--- src/rtl/uart_txfifo.sv ---
// uart_txfifo: byte FIFO feeding the UART transmitter (ports: clk, n_rst sync active-low, n_we/wdata push, n_full, data/n_cs head with n_rd falling-edge pop; TXFIFO_LEVEL_EN adds level)
module uart_txfifo #(
  parameter int DEPTH_LOG2 = 4
) (
  input  logic                clk,
  input  logic                n_rst,
  input  logic                n_we,
  input  logic [7:0]          wdata,
  output logic                n_full,
  output logic [7:0]          data,
  output logic                n_cs,
  input  logic                n_rd
`ifdef TXFIFO_LEVEL_EN
  ,
  output logic [DEPTH_LOG2:0] level
`endif
);
  localparam int N = 1 << DEPTH_LOG2;
  logic [7:0] mem [N];
  logic [DEPTH_LOG2:0] wptr, rptr, wnext, rnext;
  logic rd_q, push, pop;
  always_comb begin
    push = !n_we && n_full;
    pop = !n_rd && rd_q && !n_cs;
    wnext = wptr + (DEPTH_LOG2+1)'(push);
    rnext = rptr + (DEPTH_LOG2+1)'(pop);
    data = n_cs ? 8'h00 : mem[rptr[DEPTH_LOG2-1:0]];
  end
  always_ff @(posedge clk)
    if (n_rst && push) mem[wptr[DEPTH_LOG2-1:0]] <= wdata;
  always_ff @(posedge clk)
    if (!n_rst) begin
      wptr <= '0;
      rptr <= '0;
      rd_q <= 1'b1;
      n_cs <= 1'b1;
      n_full <= 1'b1;
`ifdef TXFIFO_LEVEL_EN
      level <= '0;
`endif
    end else begin
      wptr <= wnext;
      rptr <= rnext;
      rd_q <= n_rd;
      n_cs <= wnext == rnext;
      n_full <= wnext != {~rnext[DEPTH_LOG2], rnext[DEPTH_LOG2-1:0]};
`ifdef TXFIFO_LEVEL_EN
      level <= wnext - rnext;
`endif
    end
endmodule
--- config.mk ---
export PLATFORM = sky130hd
export DESIGN_NAME = uart_txfifo
export DESIGN_NICKNAME = d
export VERILOG_FILES = /design/src/rtl/uart_txfifo.sv
export SDC_FILE = /design/constraint.sdc
export NUM_CORES = 1
export LEC_CHECK = 0
export BUFFER_PORTS_ARGS = -buffer_cell sky130_fd_sc_hd__buf_2
export CAP_MARGIN = 20
export CORE_MARGIN = 1.5
export CORE_UTILIZATION = 60
export DETAILED_ROUTE_END_ITERATION = 16
export GPL_ROUTABILITY_DRIVEN = 0
export PLACE_DENSITY_LB_ADDON = 0.25
export SETUP_SLACK_MARGIN = 0.05
export SYNTH_ARGS = -nofsm -noshare
export SYNTH_HDL_FRONTEND = slang
export SYNTH_SLANG_ARGS = --single-unit
--- constraint.sdc ---
create_clock -name clk -period 2.3 [get_ports clk]
set_input_delay 0.23 -clock clk [delete_from_list [all_inputs] [get_ports clk]]
set_output_delay 0.23 -clock clk [all_outputs]
set_load 0.05 [all_outputs]
==> impl_metrics.env <==
export IMPL_status="complete, but fails checks"
export IMPL_violations="setup timing"
export IMPL_place_inst=417
export IMPL_h_tree_depth=4
export IMPL_pin_count=22
export IMPL_ys_seq_elements=141
export IMPL_min_period_ns=2.44
export IMPL_grt_max_degree=22
export IMPL_placed_area_um2=5880
export IMPL_fill_cells=505
export IMPL_synth_cell_types=30
export IMPL_die_width_um=99.2
export IMPL_synth_ff_type="edfxtp_1"
export IMPL_power_ir_vdd_worst_v=0.000649
export IMPL_first_pass_iters=5
export IMPL_die_h_um=99.2
export IMPL_cts_root_buffer="clkbuf_8"
export IMPL_cts_tree="done"
export IMPL_final_max_slew_viol_count=0
export IMPL_clk_pin_slew_ns=0.06
export IMPL_avgSynthCellArea_um2=20.0
export IMPL_drt_iter0_drc=270
export IMPL_grt_usage=0.249
export IMPL_netlist_area_leader_share=0.692
export IMPL_finalCritPeriodShare=1.06
export IMPL_whs_ns=0.0902
export IMPL_place_hpwl_mm=6.70
export IMPL_fp_row_count=34
export IMPL_synth_most_common_cell="edfxtp_1"
export IMPL_wl_per_cell_um=24.2
export IMPL_synth_edf_count=128
export IMPL_start_util=0.628
export IMPL_p_total_mw=6.22
export IMPL_numCtsBuffers=17
export IMPL_synthTopCellsByArea="edfxtp_1 69%, mux4_2 7.3%, mux4_1 6.6%"
export IMPL_startpoint_type="flop"
export IMPL_drc=0
export IMPL_core_um2=8850
export IMPL_synth_area_um2=5560
export IMPL_yosysTopAreaCell="edfxtp_1"
export IMPL_grt_first_pass_wirelength_mm=17.2
export IMPL_vias=2894
export IMPL_p_leak_nw=2.23
export IMPL_yosys_warnings=0
export IMPL_io_buffers=21
export IMPL_cts_sinks=141
export IMPL_routed_wl_mm=11.0
export IMPL_required_ns=2.07
export IMPL_die_area_um2=9850
export IMPL_synth_commonest_cells="128 x edfxtp_1, 20 x nor2_1, 18 x mux4_2, 16 x a22oi_1, 14 x mux4_1"
export IMPL_clk_latency_ns=0.52
export IMPL_crit_fanout=6
export IMPL_utilization=0.759
export IMPL_synth_async_reset_ratio=0
export IMPL_crit_path_end_kind="primary output"
export IMPL_seq_area_frac_synth=0.739
export IMPL_fmax_mhz=410
export IMPL_crit_type="reg2out"
export IMPL_antenna_found_initial=0
export IMPL_hold_viol=0
export IMPL_cts_buffer_depth=2
export IMPL_stdcell_area_um2=6710
export IMPL_rsz0062_at_grt="yes"
export IMPL_cp_arrival_ns=2.21
export IMPL_power_density_nw_per_um2=926
export IMPL_slew_limit_headroom=0.629
export IMPL_drive_gt1_frac=0.389
export IMPL_diodes=0
export IMPL_worst_pin_slew_ns=0.556
export IMPL_syn_inst=278
export IMPL_maxCapViolCount=0
export IMPL_fin_ws_ns=-0.139
export IMPL_cts_setup_buffers=0
export IMPL_skew_ns=0.00713
export IMPL_fin_nets=350
export IMPL_syn_nets=294
export IMPL_setup_viol=8
export IMPL_grt_pass1_vias=2948
export IMPL_hold_class="in2reg"
export IMPL_antenna_left=0
export IMPL_overflow=0
export IMPL_synthToLayoutAreaGrowth_pct=20.8
export IMPL_viasPerCell=6.36
export IMPL_fin_cells=455
## path summary, 6_finish.rpt
kind                                from   endpoint  slack, ns  depth (start not counted)
worst max register to register   rptr[0]     n_full       0.51                          6
worst max-delay path             rptr[0]    data[7]      -0.14                          5
worst min register to register   rptr[4]    rptr[4]       0.53                          2
worst min-delay path            wdata[1]  mem[3][1]       0.09                          1
## area by class of cell
| class | count | area, µm² | share of cell area |
|---|---|---|---|
| multi-input cells | 121 | 1370 | 0.205 |
| well taps | 108 | 135 | 0.0201 |
| repair buffers | 52 | 469 | 0.0699 |
| flip-flops and latches | 141 | 4110 | 0.612 |
| clock buffers | 17 | 414 | 0.0617 |
| inverters | 1 | 3.75 | 0.000559 |
| clock inverters | 15 | 210 | 0.0313 |
## flip-flops by register name, summed over array words and instances (netlist names)
name    count
mem       128
rptr        5
wptr        5
n_cs        1
n_full      1
rd_q        1
## what timing repair did
action | in CTS | in global routing
resized for setup | 53 | 1
pin swaps | 15 | 2
endpoints found under the hold margin | 2 | 0
hold buffers | 3 | 0
endpoints found under the setup margin | 8 | 8
cloned | 3 | 0
## placed cells by master (no fill, tap or decap), types with 6 or more instances in the layout
master and count:
clkbuf_16 16, xor2_1 7, nor2_1 20, mux4_2 32, dfxtp_1 12, buf_4 26, a22oi_2 15, and2_1 6
edfxtp_1 128, buf_2 13
## worst max-delay path, stage by stage (launching register included)
cell,delay (ns)
dfxtp_4,0.49
buf_12,0.18
mux4_2,0.54
a22oi_2,0.21
a21oi_2,0.10
buf_6,0.16
## through the flow
stage	setup slack [ns]	setup TNS (ns)
after floorplan	0.127	0
after global placement	0.345	0
after detailed placement	0.336	0
after CTS	-0.131	-0.971
after global routing	-0.207	-1.39
final	-0.139	-0.844
## kinds of logic after synthesis
family | count (synthesis) | share of synthesized area
xor gates and xnor gates | 11 | 0.0173
and+or+nand+nor | 49 | 0.0439
muxes | 32 | 0.139
adders and majority gates | 4 | 0.00901
DFF | 141 | 0.739
AOI/OAI and AO/OA | 25 | 0.0304
buffers and inverters | 16 | 0.0216
## per-layer routing
| layer | up-vias | track usage | share of wire |
|---|---|---|---|
| li1 | 1242 | - | - |
| met1 | 1496 | 0.348 | 0.40 |
| met2 | 144 | 0.399 | 0.50 |
| met3 | 12 | 0.0654 | 0.088 |
| met4 | 0 | 0.0693 | 0.0090 |
| met5 | - | 0 | 0 |
## power breakdown
part	leakage, nW	switching [mW]	total [mW]	internal, mW
sequential	1.26	0.0248	2.85	2.82
combinational	0.667	0.293	0.533	0.240
clock	0.300	1.06	2.84	1.78
(Power assumes the default switching activity.)
